[src/rtl/energy_pkg.sv]
// Shared types and default constants for the prepaid energy manager front end.
package energy_pkg;

   typedef enum logic [1:0] {
      IDLE     = 2'd0,
      RISE_CHK = 2'd1,
      HIGH     = 2'd2,
      FALL_CHK = 2'd3
   } deb_state_t;

   localparam int DEB_CYCLES_DEF      = 4;
   localparam int PULSES_PER_UNIT_DEF = 10;
   localparam int CNT_W_DEF           = 10;
   localparam int MIN_GAP_DEF         = 16;

endpackage

[src/rtl/pulse_debouncer.sv]
// Two-flop synchroniser followed by a level debouncer; accepted strobes once per
// debounced rising edge, registered on the cycle the FSM enters HIGH.
module pulse_debouncer
   import energy_pkg::*;
#(
   parameter int DEB_CYCLES = DEB_CYCLES_DEF
) (
   input  logic clk,
   input  logic rst,
   input  logic raw,
   output logic accepted
);

   localparam int CW = $clog2(DEB_CYCLES + 1);
   localparam logic [CW-1:0] LAST = CW'(DEB_CYCLES - 1);

   logic          sync_p0, sync_p1;
   deb_state_t    state, state_nxt;
   logic [CW-1:0] cnt, cnt_nxt;
   logic          accept_nxt;

   // Stage p0/p1: synchroniser; then state, run counter and registered strobe
   always_ff @(posedge clk) begin
      if (rst) begin
         sync_p0  <= 1'b0;
         sync_p1  <= 1'b0;
         state    <= IDLE;
         cnt      <= '0;
         accepted <= 1'b0;
      end else begin
         sync_p0  <= raw;
         sync_p1  <= sync_p0;
         state    <= state_nxt;
         cnt      <= cnt_nxt;
         accepted <= accept_nxt;
      end
   end

   always_comb begin
      state_nxt = state;
      cnt_nxt   = cnt;
      case (state)
         IDLE: begin
            if (sync_p1) begin
               state_nxt = RISE_CHK;
               cnt_nxt   = CW'(1);
            end
         end
         RISE_CHK: begin
            if (!sync_p1) begin
               state_nxt = IDLE;
               cnt_nxt   = '0;
            end else if (cnt == LAST) begin
               state_nxt = HIGH;
               cnt_nxt   = '0;
            end else begin
               cnt_nxt = cnt + CW'(1);
            end
         end
         HIGH: begin
            if (!sync_p1) begin
               state_nxt = FALL_CHK;
               cnt_nxt   = CW'(1);
            end
         end
         FALL_CHK: begin
            if (sync_p1) begin
               state_nxt = HIGH;
               cnt_nxt   = '0;
            end else if (cnt == LAST) begin
               state_nxt = IDLE;
               cnt_nxt   = '0;
            end else begin
               cnt_nxt = cnt + CW'(1);
            end
         end
         default: begin
            state_nxt = IDLE;
            cnt_nxt   = '0;
         end
      endcase
   end

   always_comb begin
      accept_nxt = (state == RISE_CHK) && sync_p1 && (cnt == LAST);
   end

endmodule

[src/rtl/meter_pulse_conditioner.sv]
// Debounces meter and date lines, prescales impulses into units and counts units per day.
// Optional over-rate tamper detection is built when TAMPER_DETECT_EN is defined.
module meter_pulse_conditioner
   import energy_pkg::*;
#(
   parameter int DEB_CYCLES      = DEB_CYCLES_DEF,
   parameter int PULSES_PER_UNIT = PULSES_PER_UNIT_DEF,
   parameter int CNT_W           = CNT_W_DEF,
   parameter int MIN_GAP         = MIN_GAP_DEF
) (
   input  logic             clk,
   input  logic             rst,
   input  logic             meter_pulse_raw,
   input  logic             date_raw,
   input  logic             enable,
   output logic             unit_tick,
   output logic             day_tick,
   output logic [CNT_W-1:0] pulse_cnt,
   output logic [CNT_W-1:0] units_today,
   output logic             tamper
);

   logic meter_acc, date_acc;

   function automatic logic [CNT_W-1:0] sat_inc(input logic [CNT_W-1:0] x);
      return (x == '1) ? x : x + CNT_W'(1);
   endfunction

   pulse_debouncer #(.DEB_CYCLES(DEB_CYCLES)) u_meter_deb (
      .clk      (clk),
      .rst      (rst),
      .raw      (meter_pulse_raw),
      .accepted (meter_acc)
   );

   pulse_debouncer #(.DEB_CYCLES(DEB_CYCLES)) u_date_deb (
      .clk      (clk),
      .rst      (rst),
      .raw      (date_raw),
      .accepted (date_acc)
   );

   // Output stage: prescaler and per-day unit count; a unit coinciding with rollover starts the new day
   always_ff @(posedge clk) begin
      if (rst) begin
         pulse_cnt   <= '0;
         unit_tick   <= 1'b0;
         day_tick    <= 1'b0;
         units_today <= '0;
      end else begin
         unit_tick <= 1'b0;
         day_tick  <= date_acc;
         if (meter_acc && enable) begin
            if (pulse_cnt == CNT_W'(PULSES_PER_UNIT - 1)) begin
               pulse_cnt <= '0;
               unit_tick <= 1'b1;
            end else begin
               pulse_cnt <= pulse_cnt + CNT_W'(1);
            end
         end
         if (day_tick)
            units_today <= unit_tick ? CNT_W'(1) : '0;
         else if (unit_tick)
            units_today <= sat_inc(units_today);
      end
   end

`ifdef TAMPER_DETECT_EN
   localparam int GW = $clog2(MIN_GAP + 1);

   logic [GW-1:0] gap;
   logic          seen_first;
   logic          tamper_r;

   // Gap holds cycles since the last accepted impulse, saturating at MIN_GAP
   always_ff @(posedge clk) begin
      if (rst) begin
         gap        <= '0;
         seen_first <= 1'b0;
         tamper_r   <= 1'b0;
      end else if (meter_acc) begin
         gap        <= GW'(1);
         seen_first <= 1'b1;
         if (seen_first && (gap < GW'(MIN_GAP)))
            tamper_r <= 1'b1;
      end else if (gap < GW'(MIN_GAP)) begin
         gap <= gap + GW'(1);
      end
   end

   assign tamper = tamper_r;
`else
   // Constant 0 for every legal MIN_GAP; keeps the parameter referenced in this build
   assign tamper = (MIN_GAP < 0);
`endif

endmodule

[config.mk]
export PLATFORM = sky130hd
export DESIGN_NAME = meter_pulse_conditioner
export DESIGN_NICKNAME = d
export VERILOG_FILES = /design/src/rtl/energy_pkg.sv /design/src/rtl/pulse_debouncer.sv /design/src/rtl/meter_pulse_conditioner.sv
export SDC_FILE = /design/constraint.sdc
export NUM_CORES = 1
export LEC_CHECK = 0
export CORE_AREA = 2 2 64 66
export DETAILED_ROUTE_END_ITERATION = 8
export DIE_AREA = 0 0 66 68
export GPL_ROUTABILITY_DRIVEN = 0
export PLACE_DENSITY = 0.67
export SYNTH_ARGS = -nofsm -noshare
export SYNTH_HDL_FRONTEND = slang
export SYNTH_SLANG_ARGS = --single-unit
[constraint.sdc]
create_clock -name clk -period 2.2 [get_ports clk]
set_clock_uncertainty 0.1 [all_clocks]
set_input_delay 0.44 -clock clk [delete_from_list [all_inputs] [get_ports clk]]
set_output_delay 0.44 -clock clk [all_outputs]
set_load 0.01 [all_outputs]
Yosys cells after proc, flatten, opt, wreduce, memory -nomap -nowiden
Index checks and enable logic that the tools add are counted.

storage, ports and cells
  flip-flop bits (word level) = 38
  bits of input ports = 5
  output and inout port bits = 23
  word-level logic and storage cells = 84

operators by class
  $add $sub $neg = 4
  equality and inequality tests = 19
  mux-type cells = 32
  bitwise operators = 1
  reduce and logical (&&, ||, !) cells = 14

operator list
  cell                                                                     number
  10-bit two-way mux                                                       4
  3-bit two-way mux                                                        10
  2-bit two-way mux                                                        12
  3-bit one-hot mux with 4 select lines                                    2
  10-bit by 1-bit adder with 10-bit output, second input constant          2
  2-bit one-hot mux with 4 select lines                                    2
  10-bit == test, second input constant                                    1
  10-bit by 4-bit == test with 1-bit output, second input constant         1
  2-bit == test, second input constant                                     4
  4-bit AND reduction                                                      2
  3-bit by 1-bit adder with 3-bit output, second input constant            2
  3-bit by 2-bit == test with 1-bit output, second input constant          2
  2-bit inequality test, second input constant                             3
  3-bit by 1-bit inequality test with 1-bit output, second input constant  2
  3-bit inequality test, second input constant                             2
  2-bit AND reduction                                                      3
  1-bit logical AND                                                        5
  2-bit by 1-bit == test with 1-bit output, second input constant          2
  2-bit zero test                                                          2
  2-bit by 1-bit inequality test with 1-bit output, second input constant  2
  1-bit two-way mux                                                        2
  2-bit nonzero test                                                       1
  2-bit OR reduction                                                       1
  1-bit inverter                                                           1

Depth between registers and ports, before layout
Gate-level depths: netlist of run 1.

  word-level depth = 4
  depth in mapped cells = 7
  depth with buffers taken out = 6

Hierarchy
From an unflattened synthesis of run 1, not the netlist that was laid out.

unflattened totals
  cells, all modules = 172
  area, all modules = 1664.1 um^2

by module, submodules not included
  module                   times used  cells each  area each (um^2)
  meter_pulse_conditioner  1           114         1033.5
  pulse_debouncer          2           29          315.3

Least setup slack after synthesis of run 1
No wires, ideal clock.

  path type = register to register
  start = register units_today[0]
  end = register units_today[7]
  data arrival time = 1.661 ns
  setup slack = 0.370 ns
  stages on the path, launching flop included = 7
  period minus slack after synthesis = 1.830 ns
  cell sequence = dfxtp_1 -> ha_1 -> and4_1 -> buf_2 -> a31o_4 -> or4_1 -> a21oi_1

between the ends
  longest elaborated chain between the ends = 4

ends and longest elaborated chain
  element                                   line                           RTL
  start: declaration                        meter_pulse_conditioner.sv:19  output logic [CNT_W-1:0] units_today,
  start signal: assignment                  meter_pulse_conditioner.sv:62  units_today <= unit_tick ? CNT_W'(1) : '0;
  start signal: assignment                  meter_pulse_conditioner.sv:64  units_today <= sat_inc(units_today);
  10-bit by 1-bit adder with 10-bit output  meter_pulse_conditioner.sv:26  return (x == '1) ? x : x + CNT_W'(1);
  10-bit two-way mux                        meter_pulse_conditioner.sv:26
  10-bit two-way mux                        meter_pulse_conditioner.sv:63  else if (unit_tick)
  10-bit two-way mux                        meter_pulse_conditioner.sv:61  if (day_tick)

Parallel ways exist; a longest one is shown, timed or not. The select of a mux whose other input is x is not followed.
A chain may end at the register's enable or synchronous reset.

Final worst setup path of run 1
  start = register unit_tick
  end = output port unit_tick

RTL lines
  element                   line                           RTL
  start: declaration        meter_pulse_conditioner.sv:16  output logic unit_tick,
  start signal: assignment  meter_pulse_conditioner.sv:47  unit_tick <= 1'b0;
  start signal: assignment  meter_pulse_conditioner.sv:51  unit_tick <= 1'b0;
  start signal: assignment  meter_pulse_conditioner.sv:56  unit_tick <= 1'b1;

No word-level cell between the ends.

==> flow_summary.ini, run 1 <==
[status]
status = finished clean

[critical_path]
crit_family = buffers and inverters
endpoint_kind = output port
crit_buf_inv = 1
cp_data_arrival_time_ns = 1.36
slowest_stage = clkdlybuf4s50_1
r2r_cells = 5
crit_path_max_incr_delay_ns = 0.59
path_depth = 1
start_kind = flop
crit_chain = clkdlybuf4s50_1
required_ns = 1.66
worstPathMaxFanout = 8
worstSetupPathType = reg2out

[clock_tree]
worst_skew_pair.late_latency_ns = 0.29
htreeDepth = 2
cts_buffers = 5
cts_tree = yes
cts_resized = 0
cts_root_buffer = clkbuf_8
cts_setup_buffers = 0
hold_buffers = 0
clk_path_buf_depth = 2
clkTransAtPathRegs_ns = 0.07
clkSinkCount = 38

[layout]
drive_above_1_share_pct = 5.12
layout.cells.non_filler = 265
num-nets-final = 224
area_growth_pct = 26.3
diodes = 0

[pwr]
pwr-share-seq_pct = 47.9
p_switching_w = 0.000267
p_per_area_nw_per_um2 = 700
ir_worst_vdd_mv = 0.474
combPwrFrac_pct = 2.5
clkPwrFrac_pct = 49.7
p_int_w = 0.00119
sw_frac_of_total_pct = 18.3
leakage_nw = 0.753

[route]
dr.pass1.iters = 4
route.vias.total = 1386
wirelength_um = 3090
first_iter_violations = 95
via_per_inst = 5.23
ant_nets = 0
drt-wirelength-per-cell_um = 11.7
drcViolationCount = 0

[yosys]
ys_seq_area_share_pct = 46.1
syn_area_per_cell_um2 = 8.83
synthesis.area_um2 = 1650
ys_types = 40
synth-seq-cells = 38
ys.warnings.count = 0
syn_inst = 187
syn-num-nets = 197

[global_route]
grt-ovfl-total = 0
grt_pass1_wl_um = 5520
grt_max_degree = 21
grt_usage_pct = 16.2
antenna_found_initial = 0
first_global_vias = 1256

[place]
io_buffers = 26
dpl.hpwl_um = 2240
dp.cells = 257

[sta]
fin_tns_setup_ns = 0
setup_viol = 0
slew_viol_final = 0
fin_crit_ns = 1.90
fmax_ghz = 0.527
hold_viol = 0
period_share_pct = 86.3
rsz0062_at_grt = false

[die]
floorplan.core_area_um2 = 3860
rows = 23
dieArea_um2 = 4490
start_util_pct = 42.8
die_h_um = 68
fp.dieW_um = 66
ios = 28

[min_path]
min_path_type = reg2reg
holdPathStages = 1

[job]
drv_cap = 0
-- metal layers --
metal,wire (µm),track usage [%],vias up
li1,-,-,707
met1,1420,18.8,642
met2,1470,27.0,29
met3,142,5.10,8
met4,67,8.16,0
met5,0,0,-
-- logic make-up after synthesis --
family	count (synthesis)	share of synthesized area (%)
other	1	0.227
adder cells (fa/ha/maj)	5	3.79
flip-flops	38	46.1
buffers and inverters	10	3.03
AO/OA/AOI/OAI	31	11.7
XOR/XNOR	14	7.42
AND/OR/NAND/NOR	88	27.8
-- final cells by class --
cell class	instances	area, µm²
clock buffers	6	82.6
clock inverters	2	60.1
fillers	384	1770
inverters	3	11.3
multi-input cells	139	841
flip-flops and latches	38	761
well taps	50	62.6
repair buffers	27	268
-- power by group through the flow --
| stage | Combinational (W) | Sequential, W | Clock [W] |
|---|---|---|---|
| CTS | 0.0000371 | 0.000698 | 0.000744 |
| finish | 0.0000362 | 0.000699 | 0.000725 |
| global route | 0.0000420 | 0.000700 | 0.000770 |
| floorplan | 0.0000240 | 0.000713 | 0 |
| global placement | 0.0000364 | 0.000714 | 0 |
| detailed placement | 0.0000370 | 0.000715 | 0 |
-- worst register-to-register path, stage by stage, from the launching register on --
cell     delay [ns]
dfxtp_1        0.36
ha_1           0.22
and4_1         0.29
a31o_4         0.30
or4_1          0.40
a21oi_1        0.16
-- synth_stat cells (all sizes together) --
| cell type | instances | area [µm²] |
|---|---|---|
| a21oi | 10 | 50.1 |
| o21bai | 1 | 7.51 |
| nor4b | 3 | 26.3 |
| nor2 | 24 | 90.1 |
| a31o | 1 | 17.5 |
| ha | 5 | 62.6 |
| or2 | 1 | 6.26 |
| inv | 3 | 11.3 |
| o31ai | 1 | 7.51 |
| nand4b | 2 | 17.5 |
| nor3b | 1 | 7.51 |
| nor2b | 7 | 43.8 |
| a31oi | 4 | 25.0 |
| o2111ai | 1 | 8.76 |
| o211a | 1 | 10.0 |
| clkbuf | 3 | 11.3 |
| and3b | 1 | 8.76 |
| nand4 | 3 | 18.8 |
| or4 | 1 | 7.51 |
| nand2 | 18 | 67.6 |
| nor3 | 3 | 15.0 |
| and2 | 1 | 6.26 |
| o21ai | 10 | 50.1 |
| nand3b | 2 | 15.0 |
| xor2 | 7 | 61.3 |
| xnor2 | 7 | 61.3 |
| nand2b | 1 | 6.26 |
| dfxtp | 38 | 761 |
| or3 | 2 | 12.5 |
| and3 | 3 | 18.8 |
| nand3 | 10 | 50.1 |
| a311oi | 1 | 8.76 |
| conb | 1 | 3.75 |
| buf | 4 | 27.5 |
| a211oi | 1 | 7.51 |
| and4 | 4 | 35.0 |
| nor4 | 1 | 6.26 |
-- cells in the final DEF, fill, tap and decap left out, types with 2 or more instances in the layout --
| master | n |
|---|---|
| nor2_1 | 24 |
| clkbuf_8 | 6 |
| and3_1 | 3 |
| dfxtp_1 | 38 |
| nand4b_1 | 2 |
| or3_1 | 2 |
| nor4b_1 | 3 |
| o21ai_0 | 10 |
| xor2_1 | 7 |
| xnor2_1 | 7 |
| nand3b_1 | 2 |
| ha_1 | 5 |
| nand4_1 | 3 |
| bufinv_16 | 2 |
| nor2b_1 | 7 |
| a31oi_1 | 4 |
| and4_1 | 4 |
| nand3_1 | 10 |
| a21oi_1 | 10 |
| nor3_1 | 3 |
| inv_1 | 3 |
| nand2_1 | 18 |
| clkdlybuf4s50_1 | 26 |
-- state kept, by name, summed over array words and instances (netlist names), named ones only --
name	cells
pulse_cnt	10
units_today	10
u_date_deb.cnt	3
u_meter_deb.cnt	3
day_tick	1
u_date_deb.accepted	1
u_date_deb.state	1
u_date_deb.sync_p0	1
u_date_deb.sync_p1	1
u_meter_deb.accepted	1
u_meter_deb.state	1
u_meter_deb.sync_p0	1
u_meter_deb.sync_p1	1
unit_tick	1
-- worst paths after layout --
path	startpoint	to	slack [ns]
worst max-delay path	unit_tick$_SDFF_PP0_	unit_tick	0.30
worst min-delay path	u_date_deb.sync_p0$_SDFF_PP0_	u_date_deb.sync_p1$_SDFF_PP0_	0.34
worst max register to register	units_today[0]$_SDFFE_PP0P_	units_today[7]$_SDFFE_PP0P_	0.30
worst min register to register	u_date_deb.sync_p0$_SDFF_PP0_	u_date_deb.sync_p1$_SDFF_PP0_	0.34
-- metrics by stage --
step	util [%]	power, W	hold WS (ns)	worst slack, ns	instance area (µm²)
2_1_floorplan	-	0.000737	0.314	0.370	1650
3_3_place_gp	50.4	0.000751	0.321	0.234	1940
3_5_place_dp	50.4	0.000752	0.324	0.193	1940
4_1_cts	54.1	0.00148	0.344	0.281	2090
5_1_grt	54.1	0.00151	0.367	0.197	2090
6_report	54.1	0.00146	0.339	0.302	2090
Note: power is estimated with default switching activity, not from simulation.
==> run 2: changes to the inputs <==
clock period = 1.89 ns   (was 2.2 ns; I/O delays follow)
==> flow_summary.ini, run 2 (same netlist as run 1, synthesis figures left out) <==
[status]
status = finished clean

[clock_tree]
htreeDepth = 2
cts_tree = yes
clkTransAtPathRegs_ns = 0.07
cts_buffers = 5
clk_path_buf_depth = 2
hold_buffers = 0
cts_setup_buffers = 0
clkSinkCount = 38
worst_skew_pair.late_latency_ns = 0.29
cts_root_buffer = clkbuf_8

[sta]
hold_viol = 0
rsz0062_at_grt = false
holdWs_ns = 0.339
fmax_ghz = 0.549
setup_viol = 0
fin_crit_ns = 1.82
period_share_pct = 96.3
fin_tns_setup_ns = 0
slew_viol_final = 0

[layout]
layout.cells.non_filler = 269
top_regs = pulse_cnt x10, units_today x10
mostFrequentLayoutCell = dfxtp_1
fin_util_pct = 54.8
drive_above_1_share_pct = 7.31
diodes = 0
num-nets-final = 228
layout_common_cells = dfxtp_1 (37), clkdlybuf4s50_1 (26), nor2_1 (24)
area_growth_pct = 27.9
fillCellCount = 375

[global_route]
met2_usage_pct = 25.4
grt_max_degree = 18
use_met1_pct = 18.9
grt_usage_pct = 15.6
busiest_layer = met2
first_global_vias = 1196
grt_pass1_wl_um = 5260
antenna_found_initial = 0
grt-ovfl-total = 0
grtUsageMet3_pct = 5.43

[route]
ant_nets = 0
via_per_inst = 5.05
dr.pass1.iters = 4
wirelength_um = 3110
route.vias.total = 1358
drcViolationCount = 0
drt-wirelength-per-cell_um = 11.6
first_iter_violations = 84

[die]
ios = 28
rows = 23
die_h_um = 68
start_util_pct = 42.8
floorplan.core_area_um2 = 3860
fp.dieW_um = 66
dieArea_um2 = 4490

[critical_path]
slowest_stage = clkdlybuf4s50_1
required_ns = 1.41
crit_path_max_incr_delay_ns = 0.59
crit_family = buffers and inverters
worstSetupPathType = reg2out
crit_buf_inv = 1
start_kind = flop
endpoint_kind = output port
worstPathMaxFanout = 7
cp_data_arrival_time_ns = 1.34
crit_chain = clkdlybuf4s50_1

[place]
dp.cells = 261
io_buffers = 26
dpl.hpwl_um = 2230

[job]
drv_cap = 0

[pwr]
ir_worst_vdd_mv = 0.616
leakage_nw = 0.771
p_per_area_nw_per_um2 = 792

[min_path]
min_path_type = reg2reg
run 2: final cells by class:
class / count / area [µm²] / share of cell area, %
repair buffers: 31 / 298 / 14.1
clock inverters: 3 / 68.8 / 3.26
clock buffers: 5 / 68.8 / 3.26
well taps: 50 / 62.6 / 2.96
multi-input cells: 139 / 841 / 39.8
flip-flops and latches: 38 / 762 / 36.1
inverters: 3 / 11.3 / 0.533
run 2: final timing paths:
path         depth (start not counted)                     endpoint                           start  slack, ns
max                                  1                 pulse_cnt[2]       pulse_cnt[2]$_SDFFE_PP0P_       0.07
min                                  1          day_tick$_SDFF_PP0_  u_date_deb.accepted$_SDFF_PP0_       0.34
max reg2reg                          5  units_today[7]$_SDFFE_PP0P_     units_today[1]$_SDFFE_PP0P_       0.13
min reg2reg                          1          day_tick$_SDFF_PP0_  u_date_deb.accepted$_SDFF_PP0_       0.34
run 2: metrics by stage:
step / setup slack (ns) / power [W] / area (µm²)
final: 0.0698 / 0.00167 / 2110
after global placement: 0.0707 / 0.000876 / 1970
after detailed placement: 0.0116 / 0.000876 / 1970
after global routing: 0.0108 / 0.00174 / 2110
after CTS: 0.0399 / 0.00170 / 2110
after floorplan: 0.0595 / 0.000858 / 1650
run 2: what timing repair did:
item / CTS / global route
gates resized for setup: 0 / 1
setup endpoints to repair: 0 / 1
hold endpoints to repair: 0 / 0
run 2: routing by layer:
metal | vias up | routed length (µm)
met5 | - | 0
met4 | 0 | 40
met3 | 5 | 141
met2 | 27 | 1400
met1 | 616 | 1530
li1 | 710 | -
run 2: where the power goes:
group	internal (W)	total (W)	switching, W
combinational	0.0000197	0.0000436	0.0000239
clock	0.000529	0.000816	0.000287
sequential	0.000807	0.000813	0.00000543
total	0.00136	0.00167	0.000317
==> run 3: changes to the inputs <==
CORE_AREA = 2 2 46 91   (was 2 2 64 66)
DIE_AREA = 0 0 48 93   (was 0 0 66 68)
==> flow_summary.ini, run 3 (same netlist as run 1, synthesis figures left out) <==
[global_route]
first_global_vias = 1352
grt-ovfl-total = 0
grt_pass1_wl_um = 5630
grt_usage_pct = 17.5
antenna_found_initial = 0
grt_max_degree = 20

[sta]
setup_viol = 0
fin_crit_ns = 1.81
hold_viol = 0
fmax_ghz = 0.551
fin_tns_setup_ns = 0
period_share_pct = 96.0
rsz0062_at_grt = false
slew_viol_final = 0

[route]
route.vias.total = 1439
first_iter_violations = 26
wirelength_um = 3450
via_per_inst = 5.35
drcViolationCount = 0
drt-wirelength-per-cell_um = 12.8
dr.pass1.iters = 4
ant_nets = 0

[clock_tree]
hold_buffers = 0
cts_root_buffer = clkbuf_8
clkSinkCount = 38
htreeDepth = 2
cts_resized = 0
clk_path_buf_depth = 2
cts_setup_buffers = 0
cts_tree = yes
cts_buffers = 5
worst_skew_pair.late_latency_ns = 0.29
clkTransAtPathRegs_ns = 0.07

[critical_path]
reg2reg_slack_ns = 0.12
required_ns = 1.41
r2r_cells = 5
crit_chain = clkdlybuf4s50_1
worst_r2r_endpoint = units_today[7]$_SDFFE_PP0P_
cp-startpoint = unit_tick$_SDFF_PP0_
crit_family = buffers and inverters
endpoint_kind = output port
slowest_stage = clkdlybuf4s50_1
cp_data_arrival_time_ns = 1.34
r2r_start = units_today[1]$_SDFFE_PP0P_
worstSetupPathType = reg2out
crit_path_max_incr_delay_ns = 0.59
start_kind = flop
crit_buf_inv = 1
worstPathMaxFanout = 8

[min_path]
holdPathStages = 1
holdCritStartpoint = u_date_deb.accepted$_SDFF_PP0_
min_path_type = reg2reg
min_to = day_tick$_SDFF_PP0_

[pwr]
sw_frac_of_total_pct = 21.3
pwr-share-seq_pct = 57.2
leakage_nw = 0.747
p_int_w = 0.00112
clkPwrFrac_pct = 39.9
power.total_w = 0.00142
p_per_area_nw_per_um2 = 691
ir_worst_vdd_mv = 0.615
p_switching_w = 0.000303
combPwrFrac_pct = 3.0

[place]
io_buffers = 26
dp.cells = 261
dpl.hpwl_um = 2630

[die]
fp.dieW_um = 48
floorplan.core_area_um2 = 3800
rows = 32
die_h_um = 93
start_util_pct = 43.4
ios = 28
dieArea_um2 = 4460

[status]
status = finished clean

[layout]
top_regs = pulse_cnt x10, units_today x10
ff_latch_area_um2 = 762
drive_above_1_share_pct = 6.42
area_growth_pct = 24.7
multi_input_area_um2 = 841
layout.cells.non_filler = 269
mostFrequentLayoutCell = dfxtp_1
num-nets-final = 227
fillCellCount = 369
diodes = 0
layout_common_cells = dfxtp_1 (37), clkdlybuf4s50_1 (26), nor2_1 (24)

[job]
drv_cap = 0
run 3: cell count changes in the layout (fill, tap and decap cells not counted):
cell and change:
buf_4 -1, clkinv_4 -1, clkbuf_1 +1, clkbuf_8 +1, bufinv_16 -2, clkinv_2 +1
run 3: how the worst max path moves through the flow:
stage,depth (start not counted),endpoint,slack [ns]
after global routing,1,pulse_cnt[4],0.01
after global placement,5,pulse_cnt[1]$_SDFFE_PP0P_,0.04
after floorplan,6,units_today[7]$_SDFFE_PP0P_,0.06
after detailed placement,5,pulse_cnt[1]$_SDFFE_PP0P_,-0.07
final,1,unit_tick,0.08
after CTS,1,unit_tick,0.06
run 3: power by group through the flow:
stage               clock network [W]   logic, W  registers [W]
finish                       0.000567  0.0000424       0.000813
global route                 0.000625  0.0000477       0.000814
CTS                          0.000586  0.0000424       0.000813
detailed placement                  0  0.0000423       0.000832
global placement                    0  0.0000402       0.000831
floorplan                           0  0.0000279       0.000830
run 3: cell type report:
class / instances / area share [%]
Clock inverter: 1 / 0.243
Clock buffer: 7 / 4.19
Tap cell: 51 / 3.10
Sequential cell: 38 / 37.0
Inverter: 3 / 0.547
Multi-Input combinational cell: 139 / 40.8
Timing Repair Buffer: 30 / 14.1
run 3: stage by stage:
stage	utilization, %	setup slack, ns	hold WS [ns]	instance area, µm²
3_3_place_gp	51.7	0.0366	0.316	1970
5_1_grt	54.1	0.0111	0.350	2060
6_report	54.1	0.0750	0.341	2060
4_1_cts	54.1	0.0605	0.346	2060
2_1_floorplan	-	0.0595	0.314	1650
3_5_place_dp	51.7	-0.0696	0.329	1970
run 3: routing by layer:
metal / global-route usage (%) / share of wire [%]
met2: 29.4 / 56
met4: 9.68 / 2.0
met3: 5.60 / 3.9
met1: 17.5 / 38
met5: 0 / 0
